### src/rtl/atm_pkg.sv
// Shared ATM definitions: one-hot controller states, datapath status codes,
// menu option codes and currency codes used by controller and datapath.
package atm_pkg;

  // One-hot controller state; the encoding is visible to the datapath.
  typedef enum logic [15:0] {
    ST_IDLE                      = 16'h0001,
    ST_ACC_NUM                   = 16'h0002,
    ST_PIN_INPUT                 = 16'h0004,
    ST_MENU                      = 16'h0008,
    ST_SHOW_BALANCES             = 16'h0010,
    ST_SELECT_CURRENCY_CONVERT_1 = 16'h0040,
    ST_SELECT_CURRENCY_CONVERT_2 = 16'h0080,
    ST_SELECT_AMOUNT_WITHDRAW    = 16'h0200,
    ST_TRANSFER                  = 16'h0400,
    ST_SELECT_AMOUNT_TRANSFER    = 16'h1000,
    ST_ERROR                     = 16'h2000,
    ST_SUCCESS                   = 16'h4000
  } atm_state_e;

  // Datapath result codes
  localparam logic [3:0] STAT_ACC_FOUND     = 4'd1;
  localparam logic [3:0] STAT_ACC_NOT_FOUND = 4'd2;
  localparam logic [3:0] STAT_PIN_CORRECT   = 4'd3;
  localparam logic [3:0] STAT_PIN_INCORRECT = 4'd4;
  localparam logic [3:0] STAT_AMT_VALID     = 4'd5;
  localparam logic [3:0] STAT_AMT_INVALID   = 4'd6;

  // Menu selections
  localparam logic [1:0] OPT_BALANCES = 2'b00;
  localparam logic [1:0] OPT_CONVERT  = 2'b01;
  localparam logic [1:0] OPT_WITHDRAW = 2'b10;
  localparam logic [1:0] OPT_TRANSFER = 2'b11;

  // Currency codes understood by the datapath
  localparam logic [2:0] CUR_USD = 3'd0;
  localparam logic [2:0] CUR_BTC = 3'd1;
  localparam logic [2:0] CUR_ETH = 3'd2;

  // States in which enter launches a datapath request
  function automatic logic is_request_state(input atm_state_e s);
    return s inside {ST_ACC_NUM, ST_PIN_INPUT, ST_SELECT_CURRENCY_CONVERT_1,
                     ST_SELECT_CURRENCY_CONVERT_2, ST_SELECT_AMOUNT_WITHDRAW,
                     ST_TRANSFER, ST_SELECT_AMOUNT_TRANSFER};
  endfunction

endpackage

### src/rtl/atm_idle_timer.sv
// Inactivity counter: counts cycles since the last clear and flags expiry
// once LIMIT-1 is reached. hold freezes the count without clearing it.
module atm_idle_timer #(
  parameter int LIMIT = 1000
) (
  input  logic clk,
  input  logic reset,
  input  logic clear,
  input  logic hold,
  output logic expire
);

  localparam int              CNT_W = (LIMIT > 2) ? $clog2(LIMIT) : 1;
  localparam logic [CNT_W-1:0] LAST = CNT_W'(LIMIT - 1);

  logic [CNT_W-1:0] cnt_q;

  // A held counter never expires, so a frozen value cannot force a logout.
  assign expire = !hold && (cnt_q == LAST);

  // Count up; restart after expiry so the next session starts fresh.
  always_ff @(posedge clk) begin
    if (reset || clear || expire) begin
      cnt_q <= '0;
    end else if (!hold) begin
      cnt_q <= cnt_q + CNT_W'(1);
    end
  end

endmodule

### src/rtl/atm_controller.sv
// ATM session controller: one-hot FSM sequencing login, menu and
// transaction requests to the datapath via a ready/status handshake.
// Optional inactivity logout is built when ATM_TIMEOUT_EN is defined.
// MAX_PIN_TRIES must lie in 1..3 (2-bit try counter).
module atm_controller
  import atm_pkg::*;
#(
  parameter int TIMEOUT_CYCLES = 1000,
  parameter int MAX_PIN_TRIES  = 3
) (
  input  logic        clk,
  input  logic        reset,
  input  logic        enter,
  input  logic        back,
  input  logic [1:0]  menu_option,
  input  logic [3:0]  status_code,
  output logic [15:0] current_state,
  output logic        ready,
  output logic        authenticated,
  output logic        locked
);

  atm_state_e state_q, state_nxt;
  logic       rdy_p1, rdy_nxt;     // request issued; ready visible to datapath
  logic       samp_p2, samp_nxt;   // status_code sampled this cycle
  logic       auth_q, auth_nxt;
  logic       lock_q, lock_nxt;
  logic [1:0] tries_q, tries_nxt;
  logic [2:0] tries_inc;
  logic       timeout;

`ifdef ATM_TIMEOUT_EN
  logic tmr_clear;
  logic tmr_hold;

  // Any user action or sitting in IDLE restarts the inactivity window;
  // a locked ERROR state waits for reset and must not time out.
  assign tmr_clear = enter | back | (state_q == ST_IDLE);
  assign tmr_hold  = lock_q & (state_q == ST_ERROR);

  atm_idle_timer #(
    .LIMIT (TIMEOUT_CYCLES)
  ) u_idle_timer (
    .clk    (clk),
    .reset  (reset),
    .clear  (tmr_clear),
    .hold   (tmr_hold),
    .expire (timeout)
  );
`else
  assign timeout = 1'b0;
`endif

  assign current_state = state_q;
  assign ready         = rdy_p1;
  assign authenticated = auth_q;
  assign locked        = lock_q;

  // State and request-phase registers; reset abandons any pending request.
  always_ff @(posedge clk) begin
    if (reset) begin
      state_q <= ST_IDLE;
      rdy_p1  <= 1'b0;
      samp_p2 <= 1'b0;
      auth_q  <= 1'b0;
      lock_q  <= 1'b0;
      tries_q <= '0;
    end else begin
      state_q <= state_nxt;
      rdy_p1  <= rdy_nxt;
      samp_p2 <= samp_nxt;
      auth_q  <= auth_nxt;
      lock_q  <= lock_nxt;
      tries_q <= tries_nxt;
    end
  end

  // Next state: timeout, then status sampling, then ready cycle, then back, then enter.
  always_comb begin
    state_nxt = state_q;
    rdy_nxt   = 1'b0;
    samp_nxt  = 1'b0;
    auth_nxt  = auth_q;
    lock_nxt  = lock_q;
    tries_nxt = tries_q;
    tries_inc = {1'b0, tries_q} + 3'd1;

    if (timeout) begin
      state_nxt = ST_IDLE;
    end else if (samp_p2) begin
      case (state_q)
        ST_ACC_NUM:
          state_nxt = (status_code == STAT_ACC_FOUND) ? ST_PIN_INPUT : ST_ERROR;
        ST_PIN_INPUT: begin
          if (status_code == STAT_PIN_CORRECT) begin
            state_nxt = ST_MENU;
            auth_nxt  = 1'b1;
            tries_nxt = '0;
          end else if (status_code == STAT_PIN_INCORRECT) begin
            tries_nxt = tries_inc[1:0];
            if (int'(tries_inc) >= MAX_PIN_TRIES) begin
              state_nxt = ST_ERROR;
              lock_nxt  = 1'b1;
            end
          end else begin
            state_nxt = ST_ERROR;
          end
        end
        ST_SELECT_CURRENCY_CONVERT_1:
          state_nxt = (status_code == STAT_AMT_VALID) ? ST_SELECT_CURRENCY_CONVERT_2 : ST_ERROR;
        ST_SELECT_CURRENCY_CONVERT_2:
          state_nxt = ST_SUCCESS;
        ST_SELECT_AMOUNT_WITHDRAW, ST_SELECT_AMOUNT_TRANSFER:
          state_nxt = (status_code == STAT_AMT_VALID) ? ST_SUCCESS : ST_ERROR;
        ST_TRANSFER:
          state_nxt = (status_code == STAT_ACC_FOUND) ? ST_SELECT_AMOUNT_TRANSFER : ST_ERROR;
        default:
          state_nxt = ST_ERROR;
      endcase
    end else if (rdy_p1) begin
      samp_nxt = 1'b1;
    end else if (back) begin
      case (state_q)
        ST_IDLE: state_nxt = ST_IDLE;
        ST_ACC_NUM, ST_PIN_INPUT, ST_MENU: state_nxt = ST_IDLE;
        ST_ERROR: begin
          if (!lock_q) state_nxt = auth_q ? ST_MENU : ST_IDLE;
        end
        default: state_nxt = auth_q ? ST_MENU : ST_IDLE;
      endcase
    end else if (enter) begin
      case (state_q)
        ST_IDLE: state_nxt = ST_ACC_NUM;
        ST_MENU: begin
          case (menu_option)
            OPT_BALANCES: state_nxt = ST_SHOW_BALANCES;
            OPT_CONVERT:  state_nxt = ST_SELECT_CURRENCY_CONVERT_1;
            OPT_WITHDRAW: state_nxt = ST_SELECT_AMOUNT_WITHDRAW;
            default:      state_nxt = ST_TRANSFER;
          endcase
        end
        ST_SHOW_BALANCES, ST_SUCCESS: state_nxt = ST_MENU;
        ST_ERROR: begin
          if (!lock_q) state_nxt = auth_q ? ST_MENU : ST_IDLE;
        end
        default: rdy_nxt = is_request_state(state_q);
      endcase
    end

    // A fresh session never inherits credentials or PIN failures.
    if (state_nxt == ST_IDLE) begin
      auth_nxt  = 1'b0;
      tries_nxt = '0;
    end
  end

endmodule

### config.mk
export PLATFORM = sky130hd
export DESIGN_NAME = atm_controller
export DESIGN_NICKNAME = d
export VERILOG_FILES = /design/src/rtl/atm_pkg.sv /design/src/rtl/atm_idle_timer.sv /design/src/rtl/atm_controller.sv
export SDC_FILE = /design/constraint.sdc
export NUM_CORES = 1
export LEC_CHECK = 0
export BUFFER_PORTS_ARGS = -buffer_cell sky130_fd_sc_hd__buf_2
export CAP_MARGIN = 5
export CORE_AREA = 2 2 53 55
export CTS_CLUSTER_DIAMETER = 120
export DETAILED_ROUTE_END_ITERATION = 12
export DIE_AREA = 0 0 55 57
export PLACE_DENSITY = 0.87
export SYNTH_ARGS = -nofsm -noshare
export SYNTH_HDL_FRONTEND = slang
export SYNTH_SLANG_ARGS = --single-unit
### constraint.sdc
create_clock -name clk -period 6.15 [get_ports clk]
set_input_delay 0.615 -clock clk [delete_from_list [all_inputs] [get_ports clk]]
set_output_delay 0.615 -clock clk [all_outputs]
set_load 0.01 [all_outputs]
==> flow_summary_export.csv, run 1 <==
group,metric,value,unit
status,run_status,"finished, final reports clean",
floorplan,start_util,56.32,%
cts,clock_path_buffers,2,
worst_setup_path,worst_setup_path_end_kind,"register",
sta,worst_slew_pin_slew,0.5404,ns
sta,slew_headroom,63.47,%
worst_setup_path,r2r_setup_slack,3.32,ns
synth,yosys_warnings,0,
pwr,pwr-share-clk,30.1,%
cts,htree_levels,1,
place,port_buffers,28,
grt,grt_use_total,27.83,%
pwr,powerDensity,165.0,nW/um^2
layout,mostFrequentLayoutCell,"buf_2",
cts,cts_tree,"done",
pwr,p_sw_share,27.35,%
grt,antenna_found_initial,0,
worst_setup_path,worst_setup_path_start_kind,"register",
sta,layout_min_cycle_time,2.831,ns
worst_setup_path,path_class,"reg -> reg",
route,drt_iter0_drc,88,
pwr,p_comb_share,15.2,%
worst_setup_path,r2r_start,"current_state[12]$_SDFF_PP0_",
min_path,hold_path_depth,2,
layout,fillers,271,
cts,clockRootBuffer,"clkbuf_4",
min_path,hp-class,"reg -> reg",
sta,finalHoldViolCount,0,
worst_setup_path,worstPathRequired,6.36,ns
route,routed_wl,4044,um
grt,grt_start_max_net_pins,19,
grt,overflow,0,
sta,setup_tns,0,ns
worst_setup_path,cpMaxStageDelayCell,"or4_4",
floorplan,io-pin-count,29,
layout,layout-area-overhead-vs-synth,11.56,%
floorplan,die_area,3135,um^2
sta,clock_skew,0.01080,ns
worst_setup_path,crit_fanout,8,
worst_setup_path,rr_worst_depth,8,
synth,ys_async_sr_fraction,0,%
cts,cts_inserted_buffers,3,
synth,synth.area.top_cells,"dfxtp_1, nor2_1, a21oi_1, nor3_1, nand2_1",
cts,worstSkewPairLatency,0.32,ns
min_path,worstHoldStart,"locked$_SDFFE_PP0P_",
sta,fmax,0.3532,GHz
layout,final_cell_mix,"buf_2, nor2_1, dfxtp_1, nand2_1, a21oi_1",
pwr,leakage,0.6752,nW
synth,synth_edf_count,0,
cts,cts_resized,0,
pwr,p_switching,74.14,uW
route,vias,1644,
grt,grt_pass1_wl,6327,um
place,place.gp.congestion,0.9766,
layout,antenna_cells,0,
worst_setup_path,arrival,3.04,ns
grt,grt_pass1_vias,1363,
pwr,p_int,197.0,uW
synth,synth_area_per_cell,7.475,um^2
synth,ys_dominant_reg_cell,"dfxtp_1",
synth,yosysSeqAreaShare,29.91,%
synth,syn_inst,197,
route,drc,0,
worst_setup_path,path_delay_family,"simple AND/OR/NAND/NOR gates",
pwr,seq_power_share,54.8,%
cts,cts_setup_buffers,0,
synth,synth_top_area_cell,"dfxtp_1",
pwr,vdd_drop_max,159.7,uV
cts,clock-sinks,22,
place,detailed_place_hpwl,3006,um
cts,path_clk_slew,0.13,ns
synth,synth_area,1473,um^2
layout,utilization,62.82,%
floorplan,die_x,55,um
route,dr.pass1.iters,4,
layout,layout.nets,231,
cts,cts_hold_buf,0,
synth,syn-num-nets,209,
synth,synth-seq-cells,22,
worst_setup_path,cp_num_cells,8,
run,drv_cap,0,
route,ant_nets,0,
sta,maxSlewViolCount,0,
synth,yosysTopAreaCellShare,29.91,%
route,wire_per_inst,16.24,um
worst_setup_path,reg2reg_to,"tries_q[1]$_SDFFE_PP0P_",
worst_setup_path,path_common_cell,"or4_4",
sta,period_share,46.04,%
floorplan,core_area,2615,um^2
sta,rsz0062_at_grt,"false",
synth,synth_cell_types,44,
worst_setup_path,worstPathCellList,"or4_4 -> or4_4 -> a211oi_4 -> nor2_1 -> a21oi_1 -> o31ai_1 -> nor4_2 -> nor4b_1",
layout,drive_gt1_share,19.27,%
sta,setup_viol,0,
floorplan,rows,19,
worst_setup_path,critPathMaxStageDelay,0.60,ns
min_path,min_to,"locked$_SDFFE_PP0P_",
worst_setup_path,worstPathBufferInverterCount,0,
floorplan,die_y,57,um
route,routed_via_density,6.602,
## through the flow
| stage | area, um^2 | setup WS (ns) | cells | hold WS, ns | power, mW |
|---|---|---|---|---|---|
| 6_report | 1643 | 3.319 | 249 | 0.5303 | 0.2711 |
| 3_5_place_dp | 1607 | 3.357 | 245 | 0.5101 | 0.1914 |
| 2_1_floorplan | 1473 | 3.531 | 197 | 0.5100 | 0.1798 |
| 3_3_place_gp | 1607 | 3.408 | 245 | 0.4960 | 0.1910 |
| 5_1_grt | 1643 | 3.145 | 249 | 0.5614 | 0.2848 |
| 4_1_cts | 1643 | 3.356 | 249 | 0.5309 | 0.2729 |
## cell type report
type | instances | area [um^2] | share of cell area [%]
tap | 31 | 38.79 | 2.361
sequential | 22 | 440.4 | 26.81
timing repair buffer | 28 | 140.1 | 8.530
inverter | 6 | 22.52 | 1.371
clock buffer | 4 | 36.28 | 2.209
multi-input combinational | 158 | 964.7 | 58.72
## synthesized netlist by cell type, types with 2 or more instances
| cell | number |
|---|---|
| xor2_1 | 2 |
| or4_4 | 2 |
| nor3_1 | 11 |
| nand3_1 | 9 |
| o31ai_1 | 3 |
| a21o_1 | 2 |
| inv_1 | 6 |
| dfxtp_1 | 22 |
| nand2_1 | 14 |
| nor4_2 | 2 |
| a31oi_1 | 2 |
| buf_2 | 3 |
| or4_1 | 5 |
| nor2b_1 | 5 |
| nand2b_1 | 2 |
| a21oi_1 | 14 |
| nor4_1 | 8 |
| nand4_1 | 3 |
| nor3b_1 | 3 |
| and2_1 | 4 |
| clkbuf_1 | 8 |
| or2_2 | 2 |
| o21ai_0 | 7 |
| a22oi_1 | 2 |
| xnor2_1 | 4 |
| nor2_1 | 26 |
| ha_1 | 2 |
| nor4b_1 | 4 |
| a32o_1 | 2 |
| a311oi_1 | 2 |
| o22ai_1 | 2 |
| or3_1 | 2 |
## power by group through the flow
stage | clock network (mW) | registers, mW | logic [mW]
detailed placement | 0 | 0.151 | 0.0399
finish | 0.0815 | 0.148 | 0.0411
global placement | 0 | 0.151 | 0.0399
global route | 0.0912 | 0.149 | 0.0448
floorplan | 0 | 0.148 | 0.0314
CTS | 0.0845 | 0.148 | 0.0402
## worst max-delay path by stage
| stage | start | endpoint | slack, ns |
|---|---|---|---|
| after floorplan | current_state[12]$_SDFF_PP0_ | tries_q[1]$_SDFFE_PP0P_ | 3.53 |
| after global placement | current_state[12]$_SDFF_PP0_ | tries_q[1]$_SDFFE_PP0P_ | 3.41 |
| after detailed placement | current_state[12]$_SDFF_PP0_ | tries_q[0]$_SDFFE_PP0P_ | 3.36 |
| after CTS | current_state[12]$_SDFF_PP0_ | tries_q[0]$_SDFFE_PP0P_ | 3.36 |
| after global routing | current_state[13]$_SDFF_PP0_ | tries_q[1]$_SDFFE_PP0P_ | 3.14 |
| final | current_state[12]$_SDFF_PP0_ | tries_q[1]$_SDFFE_PP0P_ | 3.32 |
## tightest hold or removal path, stage by stage (launching register included)
cell	delay (ns)
dfxtp_1	0.38
inv_1	0.07
a21oi_1	0.05
## logic make-up (layout without fill, tap and decap cells)
| logic type | after synthesis | after routing | share of synthesized area, % |
|---|---|---|---|
| compound gates | 44 | 44 | 19.97 |
| simple gates | 105 | 105 | 39.51 |
| xor+xnor | 6 | 6 | 3.568 |
| mux | 1 | 1 | 0.7646 |
| buf+inv | 17 | 38 | 4.588 |
| flops | 22 | 22 | 29.91 |
| fa+ha+maj | 2 | 2 | 1.699 |
## registers in the layout (all words and copies together), names as in the netlist
register       count
ready              1
authenticated      1
tries_q            2
current_state     16
samp_p2            1
locked             1
## metal layers
metal / vias to the layer above / part of all wire, % / track usage (%)
met3: 16 / 12 / 3.927
met4: 0 / 2.7 / 11.50
met1: 739 / 43 / 43.09
li1: 774 / - / -
met5: - / 0 / 0
met2: 115 / 42 / 38.10
No activity file was read; power rests on OpenSTA's default activity.
==> inputs of run 2 (changes only) <==
--- a/config.mk
+++ b/config.mk
@@ -5,13 +5,14 @@
 export SDC_FILE = /design/constraint.sdc
 export NUM_CORES = 1
 export LEC_CHECK = 0
+export ABC_AREA = 1
 export BUFFER_PORTS_ARGS = -buffer_cell sky130_fd_sc_hd__buf_2
 export CAP_MARGIN = 5
-export CORE_AREA = 2 2 53 55
+export CORE_AREA = 2 2 58 60
 export CTS_CLUSTER_DIAMETER = 120
 export DETAILED_ROUTE_END_ITERATION = 12
-export DIE_AREA = 0 0 55 57
-export PLACE_DENSITY = 0.87
+export DIE_AREA = 0 0 60 62
+export PLACE_DENSITY = 0.81
 export SYNTH_ARGS = -nofsm -noshare
 export SYNTH_HDL_FRONTEND = slang
 export SYNTH_SLANG_ARGS = --single-unit
==> constraint.sdc (replaced) <==
create_clock -name clk -period 2.85 [get_ports clk]
set_input_delay 0.285 -clock clk [delete_from_list [all_inputs] [get_ports clk]]
set_output_delay 0.285 -clock clk [all_outputs]
set_load 0.01 [all_outputs]
==> run 2 against run 1 <==
  * Non-clock buffer count is the same
  * First-iteration DRC count increased by 10%
  * Setup slack worse by 2.8 ns
  * Highest routed layer unchanged
  * Sequential power increased by 110%
  * Clock skew shrank 0.0046 ns
  * Critical endpoint unchanged
  * Register-to-register slack lost 2.8 ns
  * Via count is 9.1% higher
  * Combinational power increased by 52%
  * Synthesized area rose by 12%
  * Final area increased by 12%
  * Flip-flop and latch count unchanged
  * Hold slack worse by 0.29 ns
==> flow_summary_export.csv, run 2 <==
group,metric,value,unit
status,run_status,"finished, final reports clean",
route,ant_nets,0,
floorplan,io-pin-count,29,
sta,worst_slew_pin_slew,0.4845,ns
grt,use_met3,2.277,%
synth,synth-compound-area-share,12.19,%
floorplan,rows,21,
cts,cts_tree,"done",
worst_setup_path,worstPathCellList,"nor2_1 -> nand2_2 -> nor2_2 -> nand2_1 -> nand2_2 -> nor2_2 -> nand3_4 -> nand2_2 -> nand2_1 -> nand2_1 -> nand2_1 -> nand2_1 -> nor2_1 -> nand2_1 -> o21bai_2 -> nor2_1",
min_path,hp-class,"in -> reg",
cts,clock-sinks,22,
layout,mostFrequentLayoutCell,"nand2_1",
synth,syn-num-nets,287,
sta,layout_min_cycle_time,2.310,ns
sta,clock_skew,0.006174,ns
worst_setup_path,worst_setup_path_end_kind,"register",
synth,synth_area_per_cell,5.974,um^2
worst_setup_path,path_class,"reg -> reg",
route,vias,1793,
pwr,powerDensity,300.6,nW/um^2
layout,utilization,57.77,%
synth,synth_cell_types,35,
worst_setup_path,reg2reg_to,"tries_q[1]$_SDFFE_PP0P_",
grt,antenna_found_initial,0,
worst_setup_path,worst_setup_path_start_kind,"register",
synth,synth.area.top_cells,"dfxtp_1, nand2_1, nor2_1, inv_1, nand3_1",
grt,grt_pass1_vias,1606,
grt,grt_pass1_wl,7093,um
route,drt_iter0_drc,97,
layout,antenna_cells,0,
sta,setup_tns,0,ns
cts,cts_resized,0,
floorplan,die_area,3720,um^2
layout,layout.nets,312,
synth,synth_top_cells_by_count,"nand2_1, nor2_1, inv_1, nand3_1, dfxtp_1",
worst_setup_path,r2r_start,"current_state[14]$_SDFF_PP0_",
sta,rsz0062_at_grt,"false",
synth,ys_async_sr_fraction,0,%
place,detailed_place_hpwl,3340,um
grt,overflow,0,
cts,cts_setup_buffers,0,
cts,cts_hold_buf,0,
worst_setup_path,worstPathRequired,3.07,ns
floorplan,start_util,51.67,%
cts,clock_path_buffers,2,
layout,final_cell_mix,"nand2_1, nor2_1, inv_1, buf_2, nand3_1",
pwr,vdd_drop_max,213.9,uV
worst_setup_path,r2r_setup_slack,0.54,ns
layout,drive_gt1_share,18.73,%
layout,layout-area-overhead-vs-synth,11.80,%
cts,clockRootBuffer,"clkbuf_4",
grt,grt-busiest-layer,"met2",
synth,synth_area,1643,um^2
grt,grt_start_max_net_pins,20,
route,wire_per_inst,12.57,um
sta,maxSlewViolCount,0,
min_path,min_to,"ready$_SDFF_PP0_",
layout,instances_no_fill,345,
worst_setup_path,critPathMaxStageDelay,0.38,ns
cts,cts_inserted_buffers,3,
grt,use_met1,33.67,%
synth,synth_top_family_by_area,"simple AND/OR/NAND/NOR gates",
grt,grt_use_total,25.29,%
synth,synth-seq-cells,22,
worst_setup_path,rr_worst_depth,16,
cts,worstSkewPairLatency,0.32,ns
synth,synth_xor_area_share,0,%
synth,synth_edf_count,0,
min_path,worstHoldStart,"enter",
synth,synth_simple_gate_area_share,47.68,%
route,routed_via_density,5.197,
sta,slew_headroom,67.67,%
worst_setup_path,cpMaxStageDelayCell,"nor2_2",
place,place.gp.congestion,0.8926,
pwr,leakage,0.9260,nW
cts,htree_levels,1,
grt,globalRouteMet2Util,42.24,%
worst_setup_path,path_common_cell,"nand2_1",
route,drc,0,
worst_setup_path,crit_fanout,11,
synth,synth.most_common_cell,"nand2_1",
synth,syn_inst,275,
floorplan,die_x,60,um
sta,fmax,0.4329,GHz
route,routed_wl,4336,um
synth,synth_top_area_cell,"dfxtp_1",
synth,yosysTopAreaCellShare,26.81,%
synth,yosys_warnings,0,
synth,yosys-mux-area-fraction,0,%
run,drv_cap,0,
floorplan,core_area,3179,um^2
cts,path_clk_slew,0.13,ns
sta,setup_viol,0,
sta,finalHoldViolCount,0,
worst_setup_path,arrival,2.53,ns
place,port_buffers,28,
place,dp_cells,341,
route,dr.pass1.iters,4,
floorplan,die_y,62,um
synth,yosysSeqAreaShare,26.81,%
synth,ys_dominant_reg_cell,"dfxtp_1",
synth,synth_adder_area_share,1.523,%
min_path,hold_path_depth,3,
sta,period_share,81.05,%
layout,largest_reg_flops,16,
run 2: cells by family after synthesis:
kind of cell,Yosys count
AOI/OAI and AO/OA,34
adders and majority gates,2
buffers and inverters,49
DFF,22
and+or+nand+nor,168
run 2: area by class of cell:
class / count / area [um^2]
tap: 46 / 57.56
sequential: 22 / 440.4
inverter: 41 / 153.9
timing repair buffer: 28 / 140.1
multi-input combinational: 204 / 1008
clock buffer: 4 / 36.28
fill: 326 / 1343
run 2: routing by layer:
metal	share of wire, %	up-vias
li1	-	924
met1	45	801
met2	47	57
met3	5.7	11
met4	2.4	0
met5	0	-
run 2: power by group:
group | leakage [nW] | switching (mW) | internal (mW) | total (mW)
sequential | 0.177 | 0.00219 | 0.309 | 0.311
combinational | 0.728 | 0.0429 | 0.0195 | 0.0623
clock | 0.0210 | 0.100 | 0.0781 | 0.178
total | 0.926 | 0.145 | 0.407 | 0.552
run 2: worst max path at each step:
stage,slack (ns),cells after the start,startpoint,end
after global routing,0.23,16,current_state[14]$_SDFF_PP0_,tries_q[1]$_SDFFE_PP0P_
after detailed placement,0.57,16,current_state[14]$_SDFF_PP0_,tries_q[1]$_SDFFE_PP0P_
after CTS,0.54,16,current_state[14]$_SDFF_PP0_,tries_q[1]$_SDFFE_PP0P_
final,0.54,16,current_state[14]$_SDFF_PP0_,tries_q[1]$_SDFFE_PP0P_
after global placement,0.67,16,current_state[14]$_SDFF_PP0_,tries_q[1]$_SDFFE_PP0P_
after floorplan,1.03,13,tries_q[0]$_SDFFE_PP0P_,tries_q[1]$_SDFFE_PP0P_
run 2: through the flow:
stage               hold WS (ns)  total power, mW  cell area, um^2  setup slack (ns)
finish                    0.2399           0.5522             1837            0.5401
global route              0.2534           0.5726             1837            0.2336
global placement          0.5226           0.3788             1800            0.6654
floorplan                 0.4414           0.3603             1643             1.034
CTS                       0.2319           0.5562             1837            0.5384
detailed placement        0.5221           0.3800             1800            0.5712
run 2: worst max-delay path, delay by kind of cell (launching register included):
family	cells	cell delay, ns
AO/OA/AOI/OAI	1	0.16
AND/OR/NAND/NOR	15	1.67
flip-flops	1	0.37
